<file path="config.mk">
export PLATFORM = sky130hd
export DESIGN_NAME = button_event_decoder
export DESIGN_NICKNAME = d
export VERILOG_FILES = /design/src/rtl/button_event_pkg.sv /design/src/rtl/button_tick_timer.sv /design/src/rtl/button_event_decoder.sv
export SDC_FILE = /design/constraint.sdc
export NUM_CORES = 1
export LEC_CHECK = 0
export ABC_AREA = 1
export CORE_MARGIN = 2
export CORE_UTILIZATION = 56
export CTS_CLUSTER_SIZE = 12
export DETAILED_ROUTE_END_ITERATION = 12
export DONT_BUFFER_PORTS = 1
export PLACE_DENSITY = 0.82
export RECOVER_POWER = 100
export SLEW_MARGIN = 10
export SYNTH_ARGS = -nofsm -noshare
export SYNTH_HDL_FRONTEND = slang
export SYNTH_SLANG_ARGS = --single-unit
</file>
<file path="constraint.sdc">
create_clock -name aclk -period 1.7 [get_ports aclk]
set_input_delay 0.34 -clock aclk [delete_from_list [all_inputs] [get_ports aclk]]
set_output_delay 0.34 -clock aclk [all_outputs]
set_load 0.005 [all_outputs]
</file>
<file path="src/rtl/button_event_pkg.sv">
// -----------------------------------------------------------------------------
// button_event_pkg
// Shared types and helpers for the push-button event decoder.
//   state_e            : gesture state machine encoding
//   clogb2()           : number of bits needed to hold a non-negative value
//   max3()             : largest of three integers (counter sizing)
//   MIN_* constants    : smallest legal values of the decoder parameters
// -----------------------------------------------------------------------------
package button_event_pkg;

  typedef enum logic [2:0] {
    IDLE        = 3'd0,
    PRESSED     = 3'd1,
    LONG_HELD   = 3'd2,
    WAIT_GAP    = 3'd3,
    SECOND_HELD = 3'd4
  } state_e;

  localparam int MIN_LONG_COUNT   = 2;
  localparam int MIN_DOUBLE_GAP   = 1;
  localparam int MIN_REPEAT_COUNT = 1;

  // Bits required to represent 'value' (never less than 1).
  function automatic int clogb2(input int value);
    int v;
    int w;
    v = value;
    w = 0;
    while (v > 0) begin
      w = w + 1;
      v = v >>> 1;
    end
    if (w < 1) w = 1;
    return w;
  endfunction

  function automatic int max3(input int a, input int b, input int c);
    int m;
    m = a;
    if (b > m) m = b;
    if (c > m) m = c;
    return m;
  endfunction

endpackage

</file>
<file path="src/rtl/button_tick_timer.sv">
// -----------------------------------------------------------------------------
// button_tick_timer
// Tick-gated duration counter used by the button event decoder.
// All updates happen only when ce_i is high.
//   clk_i      : clock
//   rst_i      : asynchronous active-high reset (count -> 0)
//   ce_i       : tick enable
//   clr_i      : synchronous clear; combined with inc_i it loads 1
//   inc_i      : increment (ignored-as-add when clr_i is set)
//   term_i     : terminal value to compare against
//   at_term_o  : count equals term_i (combinational compare of the register)
// -----------------------------------------------------------------------------
module button_tick_timer #(
  parameter int WIDTH = 8
) (
  input  logic             clk_i,
  input  logic             rst_i,
  input  logic             ce_i,
  input  logic             clr_i,
  input  logic             inc_i,
  input  logic [WIDTH-1:0] term_i,
  output logic             at_term_o
);

  logic [WIDTH-1:0] cnt_q;
  logic [WIDTH-1:0] cnt_d;

  always_comb begin
    cnt_d = cnt_q;
    if (ce_i) begin
      if (clr_i) begin
        // clear+inc means "this tick is the first one counted"
        cnt_d = inc_i ? WIDTH'(1) : '0;
      end else if (inc_i) begin
        cnt_d = cnt_q + WIDTH'(1);
      end
    end
  end

  always_ff @(posedge clk_i or posedge rst_i) begin
    if (rst_i) cnt_q <= '0;
    else       cnt_q <= cnt_d;
  end

  assign at_term_o = (cnt_q == term_i);

endmodule

</file>
<file path="src/rtl/button_event_decoder.sv">
// -----------------------------------------------------------------------------
// button_event_decoder
// Turns a debounced button level into one-cycle short / long / double press
// pulses, with an optional auto-repeat stream while a long press is held.
// Durations are counted in ticks (aclk edges with ce_n low).
//
// Build option: define BUTTON_AUTOREPEAT_EN to enable repeat_press generation;
// without it repeat_press is tied low and no repeat logic exists.
//
// Ports:
//   aclk         : clock
//   areset       : asynchronous active-high reset
//   ce_n         : active-low tick enable (shared with the debouncer)
//   clean_pb     : debounced button level, 1 = pressed
//   short_press  : one-cycle pulse, single short press
//   long_press   : one-cycle pulse, press held LONG_COUNT ticks
//   double_press : one-cycle pulse, second press within DOUBLE_GAP ticks
//   repeat_press : one-cycle pulse every REPEAT_COUNT ticks while long-held
//   busy         : high whenever a gesture is in progress
// -----------------------------------------------------------------------------
module button_event_decoder
  import button_event_pkg::*;
#(
  parameter int LONG_COUNT   = 1000,
  parameter int DOUBLE_GAP   = 300,
  parameter int REPEAT_COUNT = 100
) (
  input  logic aclk,
  input  logic areset,
  input  logic ce_n,
  input  logic clean_pb,
  output logic short_press,
  output logic long_press,
  output logic double_press,
  output logic repeat_press,
  output logic busy
);

  localparam int CNT_W = clogb2(max3(LONG_COUNT, DOUBLE_GAP, REPEAT_COUNT));
  localparam logic [CNT_W-1:0] LONG_TERM = CNT_W'(LONG_COUNT - 1);
  localparam logic [CNT_W-1:0] GAP_TERM  = CNT_W'(DOUBLE_GAP);
`ifdef BUTTON_AUTOREPEAT_EN
  localparam logic [CNT_W-1:0] REP_TERM  = CNT_W'(REPEAT_COUNT - 1);
`endif

  state_e           state_q, state_d;
  logic             short_q, short_d;
  logic             long_q, long_d;
  logic             double_q, double_d;
  logic             busy_q;
  logic             tick;
  logic             cnt_clr, cnt_inc;
  logic [CNT_W-1:0] cnt_term;
  logic             at_term;

  assign tick = ~ce_n;

  button_tick_timer #(
    .WIDTH (CNT_W)
  ) u_timer (
    .clk_i     (aclk),
    .rst_i     (areset),
    .ce_i      (tick),
    .clr_i     (cnt_clr),
    .inc_i     (cnt_inc),
    .term_i    (cnt_term),
    .at_term_o (at_term)
  );

  // Terminal value depends only on the current state, so the compare is
  // ready before the tick that consumes it.
  always_comb begin
    cnt_term = '0;
    case (state_q)
      PRESSED:   cnt_term = LONG_TERM;
      WAIT_GAP:  cnt_term = GAP_TERM;
`ifdef BUTTON_AUTOREPEAT_EN
      LONG_HELD: cnt_term = REP_TERM;
`endif
      default:   cnt_term = '0;
    endcase
  end

  always_comb begin
    state_d  = state_q;
    cnt_clr  = 1'b0;
    cnt_inc  = 1'b0;
    short_d  = 1'b0;
    long_d   = 1'b0;
    double_d = 1'b0;
    if (tick) begin
      case (state_q)
        IDLE: begin
          if (clean_pb) begin
            state_d = PRESSED;
            cnt_clr = 1'b1;
            cnt_inc = 1'b1;
          end
        end
        PRESSED: begin
          // A release on the would-be long tick goes to WAIT_GAP: release wins.
          if (!clean_pb) begin
            state_d = WAIT_GAP;
            cnt_clr = 1'b1;
            cnt_inc = 1'b1;
          end else if (at_term) begin
            state_d = LONG_HELD;
            long_d  = 1'b1;
            cnt_clr = 1'b1;
          end else begin
            cnt_inc = 1'b1;
          end
        end
        LONG_HELD: begin
          if (!clean_pb) begin
            state_d = IDLE;
            cnt_clr = 1'b1;
          end
`ifdef BUTTON_AUTOREPEAT_EN
          else if (at_term) begin
            cnt_clr = 1'b1;
          end else begin
            cnt_inc = 1'b1;
          end
`endif
        end
        WAIT_GAP: begin
          // A re-press on the expiry tick still counts as double: re-press wins.
          if (clean_pb) begin
            state_d  = SECOND_HELD;
            double_d = 1'b1;
            cnt_clr  = 1'b1;
          end else if (at_term) begin
            state_d = IDLE;
            short_d = 1'b1;
            cnt_clr = 1'b1;
          end else begin
            cnt_inc = 1'b1;
          end
        end
        SECOND_HELD: begin
          if (!clean_pb) begin
            state_d = IDLE;
            cnt_clr = 1'b1;
          end
        end
        default: begin
          state_d = IDLE;
          cnt_clr = 1'b1;
        end
      endcase
    end
  end

  always_ff @(posedge aclk or posedge areset) begin
    if (areset) begin
      state_q  <= IDLE;
      short_q  <= 1'b0;
      long_q   <= 1'b0;
      double_q <= 1'b0;
      busy_q   <= 1'b0;
    end else begin
      state_q  <= state_d;
      short_q  <= short_d;
      long_q   <= long_d;
      double_q <= double_d;
      busy_q   <= (state_d != IDLE);
    end
  end

`ifdef BUTTON_AUTOREPEAT_EN
  logic repeat_q, repeat_d;

  // Wrap of the repeat counter while held is the repeat event.
  assign repeat_d = tick && (state_q == LONG_HELD) && clean_pb && at_term;

  always_ff @(posedge aclk or posedge areset) begin
    if (areset) repeat_q <= 1'b0;
    else        repeat_q <= repeat_d;
  end

  assign repeat_press = repeat_q;
`else
  assign repeat_press = 1'b0;
`endif

  assign short_press  = short_q;
  assign long_press   = long_q;
  assign double_press = double_q;
  assign busy         = busy_q;

endmodule

</file>
==> results of run 1 <==
## where the power goes
group	internal [mW]	total (mW)	switching [mW]
registers	0.476	0.572	0.0962
clock network	0.0914	0.231	0.140
logic	0.545	1.31	0.768
## layer usage
metal / track usage / vias to the layer above / part of all wire
li1: - / 568 / -
met1: 0.306 / 566 / 0.41
met2: 0.476 / 37 / 0.53
met3: 0.0387 / 7 / 0.039
met4: 0.0991 / 0 / 0.020
met5: 0 / - / 0
## final cells by class
type                    instances  area (um2)  area share
flip-flops and latches         17         429       0.286
multi-input cells             122         764       0.510
clock buffers                   4        26.3      0.0175
inverters                      18        77.6      0.0517
repair buffers                 22         169       0.113
well taps                      27        33.8      0.0225
## cells by family (layout without fill, tap and decap cells)
family,Yosys count,count (layout),synth area share
simple gates,108,109,0.479
buf+inv,23,44,0.0927
flops,17,17,0.350
xor+xnor,6,6,0.0433
compound gates,5,5,0.0216
fa+ha+maj,1,1,0.0103
other cells,1,1,0.00309
## registers in the layout (all words and copies together) (netlist names)
signal and flops:
busy 1, double_press 1, long_press 1, short_press 1, state_q 3, u_timer.cnt_q 10
## what timing repair did
item	CTS	global route
hold buffers	0	0
hold endpoints to repair	0	0
pin swaps	8	4
buffers inserted	5	5
gates cloned	1	0
resized for setup	15	8
endpoints found under the setup margin	11	13
## synthesized netlist by cell type
cell type,count
a21oi_1,1
a31oi_1,1
buf_4,3
buf_6,2
conb_1,1
dfrtp_1,17
ha_1,1
inv_1,14
inv_2,4
nand2_1,42
nand2_2,8
nand2_4,1
nand3_1,14
nand3_2,6
nand3_4,1
nand3b_1,6
nand4_1,7
nand4_2,1
nor2_1,12
nor2_2,4
nor2_4,2
nor3_1,3
nor4_1,1
o21ai_0,3
xor2_1,6
## final timing paths
kind / from / to / depth (start not counted)
worst max-delay path: state_q[2] / u_timer.cnt_q[8] / 12
worst min-delay path: areset / double_press / 1
worst max register to register: state_q[2] / u_timer.cnt_q[8] / 12
worst min register to register: u_timer.cnt_q[4] / u_timer.cnt_q[4] / 2
max in group asynchronous: areset / state_q[1] / 1
min in group aclk: clean_pb / short_press / 1
## worst max-delay path, stage by stage, from the launching register on
cell and delay, ns:
dfrtp_2 0.49, nor2_4 0.17, nand2_4 0.09, nand2_2 0.07
nand2_2 0.06, nor2_4 0.16, nand3_4 0.12, nand3_4 0.10
nand3_4 0.09, nand2_4 0.12, buf_6 0.15, nand3_1 0.07
nand2_1 0.08
==> metrics.md, run 1 <==
| Metric | Value |
|---|---|
| Port Buffers | `0` |
| Final Routed Wirelength | `roughly 3000 um` |
| Status | `complete, but fails checks` |
| Die width | `50.6 um` |
| Cell Area, Synth | `1210 um2` |
| Post-Synthesis Cells | `161` |
| Fraction of layout cells with a size suffix above 1 | `0.339` |
| Synth top area cells | `dfrtp_1, nand2_1, nand3_1, nand3_2, inv_1` |
| Number of instances in the placed design | `195` |
| Syn Area/Cell | `7.55 um2` |
| Drt via density | `5.61` |
| Clock transition at path regs | `0.11 ns` |
| Non-filler cells, final | `210` |
| I/O pin cnt | `9` |
| #FFs+latches synth | `17` |
| Starting density of the core | `0.607` |
| Placed inst area | `approximately 1300 um2` |
| DR WL/cell | `roughly 15 um` |
| Largest driver fanout on the critical path | `8` |
| Period minus WS final | `approximately 1.8 ns` |
| ANT cells | `0` |
| Slew Viols, Final | `0` |
| Nets | `189` |
| Final clock skew | `0.0107 ns` |
| Gr usage total | `0.261` |
| Peak supply drop | `0.694 mV` |
| Sequential fraction of the synthesis area | `0.350` |
| Warnings, synthesis | `0` |
| Final antenna-violating net count | `0` |
| Startpoint Class | `flip-flop` |
| Crit Path Class | `reg -> reg` |
| H-tree depth | `1` |
| Leading cell type in the layout, fill and taps excluded | `nand2_1` |
| Number of global-route vias before repair | `1189` |
| Pwr dens | `1410 nW/um2` |
| CP endpoint kind | `flip-flop` |
| Place WS | `-0.118 ns` |
| Cell variety after synth | `25` |
| Row Count | `16` |
| TritonCTS buffer count | `3` |
| Count of final hold-check violations | `0` |
| HPWL after detailed placement | `1900 um` |
| Pre-Repair DR Iteration Count | `4` |
| Failing checks | `setup timing` |
| R2R Setup Slk | `-0.13 ns` |
| Tcrit/Tclk final | `1.08` |
| Top-area cell type share of the netlist area | `0.350` |
| Most frequent cells in the layout | `nand2_1, buf_4, inv_1, dfrtp_1, nor2_1` |
| Syn Nets | `166` |
| Setup ws final | `-0.133 ns` |
| Residual DRC count | `0` |
| DR vias | `1178` |
| Fillers | `between 100 and 150` |
| Initial antenna violation count | `0` |
| Max_slew headroom | `0.558` |
| Pleak | `0.723 nW` |
| Num Clock Sinks | `17` |
| CP required | `1.94 ns` |
| Max Freq | `0.546 GHz` |
| Die ar. | `between 2000 and 3000 um2` |
| Fin util | `0.749` |
| Min Hold Slack | `approximately 0.0051 ns` |
| Core area | `2000 um2` |
| Area delta synth->final | `23.5%` |
| Clock Path Buffers | `2` |
| First-pass GRT wire length | `just over 5000 um` |
| Grt total ovfl | `0` |
| CTS tree | `done` |
| Hold Path Class | `in -> async` |
| Die Y | `50.6 um` |
| Power Total | `2.12 mW` |
| RSZ-0062 raised after global routing | `yes` |
| Actual slew at the worst max-slew pin | `0.662 ns` |
| Final setup fails | `12` |
| Number of max-cap violations | `0` |
| Finished layout cell area | `1500 um2` |
| GP Congestion | `0.889` |
| Clk root buf | `clkbuf_4` |
| Largest area contributor in the netlist | `dfrtp_1` |
| Clk Latency, worst-skew pair | `0.30 ns` |
| Drt first-iter violations | `35` |
| Largest net degree at the start of global routing | `18` |
| Crit path arrival time | `between 2 and 2.5 ns` |
| Setup TNS Final | `-1.20 ns` |
Power figures use the tool's default switching activity.
==> run 2: changes to the inputs <==
Settings changed: CORE_MARGIN 2 to unset.
==> run 2 against run 1 <==
The flow still finishes with violations (setup timing). Cell count decreased by 1.4%. Clock skew down 0.0059 ns. First-iteration DRC count rose by 11%. Combinational power about the same. Sequential share of layout area is 0.19 points lower. Setup slack gained 0.048 ns. Sequential power up 2%. Design area increased by 0.67%. Register-to-register slack improved by 0.05 ns. Fmax grew 2.7%. Routed wire length increased by 0.75%.
==> metrics.md, run 2 (same netlist as run 1, synthesis figures left out) <==
| Metric | Value |
|---|---|
| Actual slew at the worst max-slew pin | `0.667 ns (was 0.662 ns)` |
| Biggest register | `u_timer.cnt_q (unchanged)` |
| CP required | `1.90 ns (was 1.94 ns)` |
| Residual DRC count | `0 (unchanged)` |
| Fin util | `0.754 (was 0.749)` |
| HPWL after detailed placement | `1950 um (was 1900 um)` |
| Worst setup endpoint | `u_timer.cnt_q[0] (was u_timer.cnt_q[8])` |
| Failing checks | `setup timing (unchanged)` |
| TritonCTS buffer count | `3 (unchanged)` |
| Initial antenna violation count | `0 (unchanged)` |
| CTS tree | `done (unchanged)` |
| Max Freq | `0.560 GHz (was 0.546 GHz)` |
| Final Routed Wirelength | `3080 um (was 3060 um)` |
| Die Y | `48.6 um (was 50.6 um)` |
| Clock transition at path regs | `0.10 ns (was 0.11 ns)` |
| Top Registers | `u_timer.cnt_q (10), state_q (3) (unchanged)` |
| Largest register FFs | `10 (unchanged)` |
| DR vias | `1176 (was 1178)` |
| Area delta synth->final | `24.3% (was 23.5%)` |
| Die width | `48.6 um (was 50.6 um)` |
| Tcrit/Tclk final | `1.05 (was 1.08)` |
| Number of global-route vias before repair | `1152 (was 1189)` |
| Peak supply drop | `0.791 mV (was 0.694 mV)` |
| Final antenna-violating net count | `0 (unchanged)` |
| Most frequent cells in the layout | `nand2_1, buf_4, inv_1, dfrtp_1, nand2_2 (was nand2_1, buf_4, inv_1, dfrtp_1, nor2_1)` |
| ANT cells | `0 (unchanged)` |
| Placed inst area | `1290 um2 (unchanged)` |
| Startpoint Class | `flip-flop (unchanged)` |
| # hold bufs at CTS | `0 (unchanged)` |
| Sw Share | `0.478 (was 0.474)` |
| Share of total power in the clock network | `0.106 (was 0.109)` |
| Pint | `1.10 mW (was 1.11 mW)` |
| Number of max-cap violations | `0 (unchanged)` |
| H-tree depth | `1 (unchanged)` |
| Pleak | `0.721 nW (was 0.723 nW)` |
| First-pass GRT wire length | `5200 um (was 5060 um)` |
| RSZ-0062 raised after global routing | `yes (unchanged)` |
| Fraction of layout cells with a size suffix above 1 | `0.372 (was 0.339)` |
| Pre-Repair DR Iteration Count | `4 (unchanged)` |
| Setup ws final | `-0.0849 ns (was -0.133 ns)` |
| Count of final hold-check violations | `0 (unchanged)` |
| Starting density of the core | `0.607 (unchanged)` |
| CP peak stage delay | `0.48 ns (was 0.49 ns)` |
| Grt total ovfl | `0 (unchanged)` |
| Drt first-iter violations | `39 (was 35)` |
| Switching pwr | `1.01 mW (was 1.00 mW)` |
| Num Clock Sinks | `17 (unchanged)` |
| Finished layout cell area | `1510 um2 (was 1500 um2)` |
| Largest net degree at the start of global routing | `18 (unchanged)` |
| Reg-to-reg startpoint | `state_q[1] (was state_q[2])` |
| GP Congestion | `0.953 (was 0.889)` |
| Leading cell type in the layout, fill and taps excluded | `nand2_1 (unchanged)` |
| Final clock skew | `0.00483 ns (was 0.0107 ns)` |
| I/O pin cnt | `9 (unchanged)` |
| Reg2reg end | `u_timer.cnt_q[0] (was u_timer.cnt_q[8])` |
| FF-to-FF path depth | `14 (was 12)` |
| Logic pwr share | `0.615 (was 0.620)` |
| Pwr dens | `1390 nW/um2 (was 1410 nW/um2)` |
| Slowest CP cell | `dfrtp_2 (unchanged)` |
| Die ar. | `2360 um2 (was 2560 um2)` |
| Clk root buf | `clkbuf_4 (unchanged)` |
| Slew Viols, Final | `0 (unchanged)` |
| R2R Setup Slk | `-0.08 ns (was -0.13 ns)` |
| Port Buffers | `0 (unchanged)` |
| Status | `complete, but fails checks (unchanged)` |
| Crit path arrival time | `1.98 ns (was 2.07 ns)` |
| Final setup fails | `11 (was 12)` |
| Worst-path cell chain | `nor2_4, nand2_4, nand2_2, nand2_2, nor2_4, nand3_4, nand2_2, nand2_4, nand2_4, nand2_8, nand2_2, nand2_1, nand2_1, inv_1 (was nor2_4, nand2_4, nand2_2, nand2_2, nor2_4, nand3_4, nand3_4, nand3_4, nand2_4, buf_6, nand3_1, nand2_1)` |
| CP endpoint kind | `flip-flop (unchanged)` |
| Worst Setup SP | `state_q[1] (was state_q[2])` |
| Gr usage total | `0.287 (was 0.261)` |
| Core area | `2000 um2 (unchanged)` |
| Min Hold Slack | `0.0154 ns (was 0.00509 ns)` |
| Row Count | `16 (unchanged)` |
| Crit Path Class | `reg -> reg (unchanged)` |
| Nets | `186 (was 189)` |
| Flop pwr share | `0.279 (was 0.271)` |
| Largest driver fanout on the critical path | `10 (was 8)` |
| DR WL/cell | `14.9 um (was 14.5 um)` |
| Place WS | `-0.140 ns (was -0.118 ns)` |
| Clock Path Buffers | `2 (unchanged)` |
| Setup TNS Final | `-0.745 ns (was -1.20 ns)` |
| Most frequent CP cell | `nand2_2 (was nand3_4)` |
| Hold Path Class | `in -> async (unchanged)` |
| Drt via density | `5.68 (was 5.61)` |
| Max_slew headroom | `0.555 (was 0.558)` |
| Clk Latency, worst-skew pair | `0.30 ns (about the same)` |
| Period minus WS final | `1.78 ns (was 1.83 ns)` |
## run 2: cell count changes in the layout (fill, tap and decap cells not counted), sizes merged
| cell | change |
|---|---|
| buf | -3 |
## run 2: metal layers
| metal | GRT usage | up-vias | share of wire |
|---|---|---|---|
| li1 | - | 557 | - |
| met1 | 0.336 | 553 | 0.39 |
| met2 | 0.505 | 49 | 0.50 |
| met3 | 0.0440 | 17 | 0.061 |
| met4 | 0.147 | 0 | 0.047 |
| met5 | 0 | - | 0 |
## run 2: layout make-up
class | instances | area (um2)
timing repair buffer | 19 | 158
fill | 152 | 492
clock buffer | 4 | 26.3
multi-input combinational | 122 | 793
tap | 27 | 33.8
sequential | 17 | 429
inverter | 18 | 70.1
## run 2: how the worst min path moves through the flow
stage	endpoint	slack, ns	cells past startpoint
floorplan	busy	0.27	1
detailed placement	u_timer.cnt_q[9]	0.36	1
global placement	u_timer.cnt_q[9]	0.35	1
finish	short_press	0.02	1
global route	short_press	0.07	1
CTS	short_press	0.03	1
## run 2: stage by stage
| step | instances | power, mW |
|---|---|---|
| after floorplan | 161 | 1.29 |
| after global placement | 195 | 1.48 |
| after detailed placement | 195 | 1.51 |
| after CTS | 206 | 1.99 |
| after global routing | 207 | 2.25 |
| final | 207 | 2.10 |
## run 2: power groups by stage
stage	registers, mW	clock network, mW	logic [mW]
2_1_floorplan	0.530	0	0.758
3_3_place_gp	0.568	0	0.913
3_5_place_dp	0.574	0	0.937
4_1_cts	0.573	0.226	1.20
5_1_grt	0.599	0.243	1.41
6_report	0.586	0.223	1.29
## run 2: critical path, delay by kind of cell (launching register included)
family	cells	cell delay (ns)
buf+inv	1	0.04
simple gates	13	1.16
flops	1	0.48
## run 2: repair_timing
| action | CTS | global route |
|---|---|---|
| pin swaps | 9 | 12 |
| setup endpoints to repair | 11 | 14 |
| endpoints found under the hold margin | 0 | 0 |
| gates resized for setup | 21 | 11 |
| cloned | 1 | 0 |
| setup buffers | 6 | 1 |
==> run 3: changes to the inputs <==
Settings changed: CORE_ASPECT_RATIO set to 0.6.
==> run 3 against run 2 <==
The flow finishes with violations (hold timing, setup timing). Setup slack lost 0.16 ns. Count of clock-buffer cells in the layout is 1 lower. Via count grew 13%. Utilization up 5.4 points. Largest power group unchanged. Design area up 3.6%. Hold slack lost 0.034 ns.
==> metrics.md, run 3 (same netlist as run 1, synthesis figures left out) <==
| Metric | Value |
|---|---|
| Fillers | `113 (was 152)` |
| Register area | `429 um2 (unchanged)` |
| Starting density of the core | `0.627 (was 0.607)` |
| Status | `complete, but fails checks (unchanged)` |
| FF-to-FF path depth | `13 (was 14)` |
| Clock Path Buffers | `2 (unchanged)` |
| Final Routed Wirelength | `3940 um (was 3080 um)` |
| Cell family with most CP delay | `simple AND/OR/NAND/NOR gates (unchanged)` |
| Crit Path Class | `reg -> reg (unchanged)` |
| Pre-Repair DR Iteration Count | `5 (was 4)` |
| Reg2reg end | `u_timer.cnt_q[0] (unchanged)` |
| Hold Path Class | `in -> async (unchanged)` |
| Actual slew at the worst max-slew pin | `0.649 ns (was 0.667 ns)` |
| Setup ws final | `-0.248 ns (was -0.0849 ns)` |
| Nets | `193 (was 186)` |
| Top Registers | `u_timer.cnt_q (10), state_q (3) (unchanged)` |
| Die width | `62.1 um (was 48.6 um)` |
| Non-filler cells, final | `215 (was 207)` |
| Period minus WS final | `1.95 ns (was 1.78 ns)` |
| R2R Setup Slk | `-0.25 ns (was -0.08 ns)` |
| ANT cells | `0 (unchanged)` |
| Clock transition at path regs | `0.10 ns (about the same)` |
| First-pass GRT wire length | `5130 um (was 5200 um)` |
| RSZ-0062 raised after global routing | `yes (unchanged)` |
| Clk root buf | `clkbuf_4 (unchanged)` |
| Largest register FFs | `10 (unchanged)` |
| Residual DRC count | `0 (unchanged)` |
| Worst-path cell chain | `buf_4, inv_1, nand2_1, nor3_1, inv_1, nand4_2, nor2_4, nand2_8, nand2_8, nand2_2, nand2_1, nand2_1, inv_1 (was nor2_4, nand2_4, nand2_2, nand2_2, nor2_4, nand3_4, nand2_2, nand2_4, nand2_4, nand2_8, nand2_2, nand2_1, nand2_1, inv_1)` |
| Die ar. | `2370 um2 (was 2360 um2)` |
| CP required | `1.92 ns (was 1.90 ns)` |
| Tcrit/Tclk final | `1.15 (was 1.05)` |
| H-tree depth | `1 (unchanged)` |
| Initial antenna violation count | `0 (unchanged)` |
| Fin util | `0.808 (was 0.754)` |
| Largest net degree at the start of global routing | `18 (unchanged)` |
| Num Clock Sinks | `17 (unchanged)` |
| Crit path arrival time | `2.16 ns (was 1.98 ns)` |
| Fraction of layout cells with a size suffix above 1 | `0.369 (was 0.372)` |
| Slowest CP cell | `dfrtp_2 (unchanged)` |
| Power Total | `2.32 mW (was 2.10 mW)` |
| Peak supply drop | `0.838 mV (was 0.791 mV)` |
| DR WL/cell | `18.3 um (was 14.9 um)` |
| Pint | `1.14 mW (was 1.10 mW)` |
| Reg-to-reg startpoint | `state_q[1] (unchanged)` |
| Leading cell type in the layout, fill and taps excluded | `nand2_1 (unchanged)` |
| TritonCTS buffer count | `3 (unchanged)` |
| DR vias | `1326 (was 1176)` |
| Max Freq | `0.513 GHz (was 0.560 GHz)` |
| Biggest register | `u_timer.cnt_q (unchanged)` |
| Core area | `1940 um2 (was 2000 um2)` |
| Number of instances in the placed design | `202 (was 195)` |
| Logic pwr share | `0.650 (was 0.615)` |
| Pwr dens | `1480 nW/um2 (was 1390 nW/um2)` |
| Pleak | `0.760 nW (was 0.721 nW)` |
| HPWL after detailed placement | `2240 um (was 1950 um)` |
| Max_slew headroom | `0.567 (was 0.555)` |
| Clk Latency, worst-skew pair | `0.31 ns (was 0.30 ns)` |
| Share of total power in the clock network | `0.098 (was 0.106)` |
| Number of global-route vias before repair | `1032 (was 1152)` |
| Slew Viols, Final | `0 (unchanged)` |
| Failing checks | `hold timing, setup timing (was setup timing)` |
| Final setup fails | `12 (was 11)` |
| Area of the multi-input gates | `801 um2 (was 793 um2)` |
| Largest driver fanout on the critical path | `5 (was 10)` |
| Drt via density | `6.17 (was 5.68)` |
| Row Count | `12 (was 16)` |
| Port Buffers | `0 (unchanged)` |
| I/O pin cnt | `9 (unchanged)` |
| Min Hold Slack | `-0.0187 ns (was 0.0154 ns)` |
| CP endpoint kind | `flip-flop (unchanged)` |
| Gr usage total | `0.306 (was 0.287)` |
| Drt first-iter violations | `171 (was 39)` |
| Number of max-cap violations | `0 (unchanged)` |
| Switching pwr | `1.18 mW (was 1.01 mW)` |
| Final clock skew | `0.00458 ns (was 0.00483 ns)` |
| Final antenna-violating net count | `0 (unchanged)` |
| Sw Share | `0.507 (was 0.478)` |
| Area delta synth->final | `28.8% (was 24.3%)` |
| Flop pwr share | `0.253 (was 0.279)` |
| GP Congestion | `0.900 (was 0.953)` |
| Grt total ovfl | `0 (unchanged)` |
| CTS tree | `done (unchanged)` |
| Die Y | `38.1 um (was 48.6 um)` |
| # hold bufs at CTS | `0 (unchanged)` |
| Most frequent cells in the layout | `nand2_1, buf_4, inv_1, dfrtp_1, nor2_1 (was nand2_1, buf_4, inv_1, dfrtp_1, nand2_2)` |
| Startpoint Class | `flip-flop (unchanged)` |
| CP peak stage delay | `0.48 ns (about the same)` |
| Buf/Inv on CP | `4 (was 1)` |
| Count of final hold-check violations | `17 (was 0)` |
==> run 3: cell types whose count changed in the layout (fill, tap and decap cells not counted), sizes merged <==
cell    delta
nand2      +1
clkbuf     -1
buf        +6
clkinv     +1
==> run 3: final cells by class <==
type	instances	share of cell area
sequential	17	0.274
clock inverter	1	0.00320
tap	28	0.0224
inverter	18	0.0448
timing repair buffer	25	0.129
multi-input combinational	123	0.512
clock buffer	3	0.0144
==> run 3: worst register-to-register path: stages (launching register included) <==
cell	delay, ns
dfrtp_2	0.48
buf_4	0.18
inv_1	0.07
nand2_1	0.12
nor3_1	0.22
inv_1	0.14
nand4_2	0.15
nor2_4	0.07
nand2_8	0.11
nand2_8	0.08
nand2_2	0.08
nand2_1	0.04
nand2_1	0.07
inv_1	0.04
==> run 3: how the worst max path moves through the flow <==
stage               slack [ns]  depth (start not counted)          endpoint        from
floorplan                 0.03                         14  u_timer.cnt_q[4]  state_q[1]
global placement         -0.05                         14  u_timer.cnt_q[0]  state_q[1]
detailed placement       -0.16                         13  u_timer.cnt_q[0]  state_q[0]
CTS                      -0.06                         14  u_timer.cnt_q[0]  state_q[1]
global route             -0.39                         13  u_timer.cnt_q[0]  state_q[1]
finish                   -0.25                         13  u_timer.cnt_q[0]  state_q[1]
==> run 3: per-layer routing <==
metal | vias to the layer above | track usage | part of all wire | wire length (um)
met4 | 0 | 0.0988 | 0.059 | 232
met5 | - | 0 | 0 | 0
met3 | 39 | 0.0714 | 0.11 | 427
li1 | 575 | - | - | -
met1 | 592 | 0.424 | 0.41 | 1620
met2 | 120 | 0.481 | 0.42 | 1670
==> run 3: timing repair <==
| action | CTS | global route |
|---|---|---|
| endpoints found under the setup margin | 11 | 12 |
| setup buffers | 0 | 7 |
| resized for setup | 16 | 15 |
| pin swaps | 5 | 7 |
| gates cloned | 1 | 1 |
| hold endpoints to repair | 0 | 0 |
==> run 3: stage by stage <==
stage / hold slack, ns / TNS (ns) / setup slack [ns] / cell area, um2
2_1_floorplan: 0.266 / 0 / 0.0298 / 1210
3_3_place_gp: 0.335 / -0.0539 / -0.0501 / 1340
3_5_place_dp: 0.340 / -0.985 / -0.163 / 1340
4_1_cts: 0.00217 / -0.522 / -0.0622 / 1440
5_1_grt: 0.0487 / -3.77 / -0.385 / 1570
6_report: -0.0187 / -2.22 / -0.248 / 1570
==> run 3: power by group through the flow <==
stage               clock network, mW  logic, mW  registers, mW
floorplan                           0      0.758          0.530
global placement                    0      0.959          0.568
detailed placement                  0      0.998          0.576
CTS                             0.229       1.13          0.581
global route                    0.243       1.57          0.588
finish                          0.227       1.51          0.586
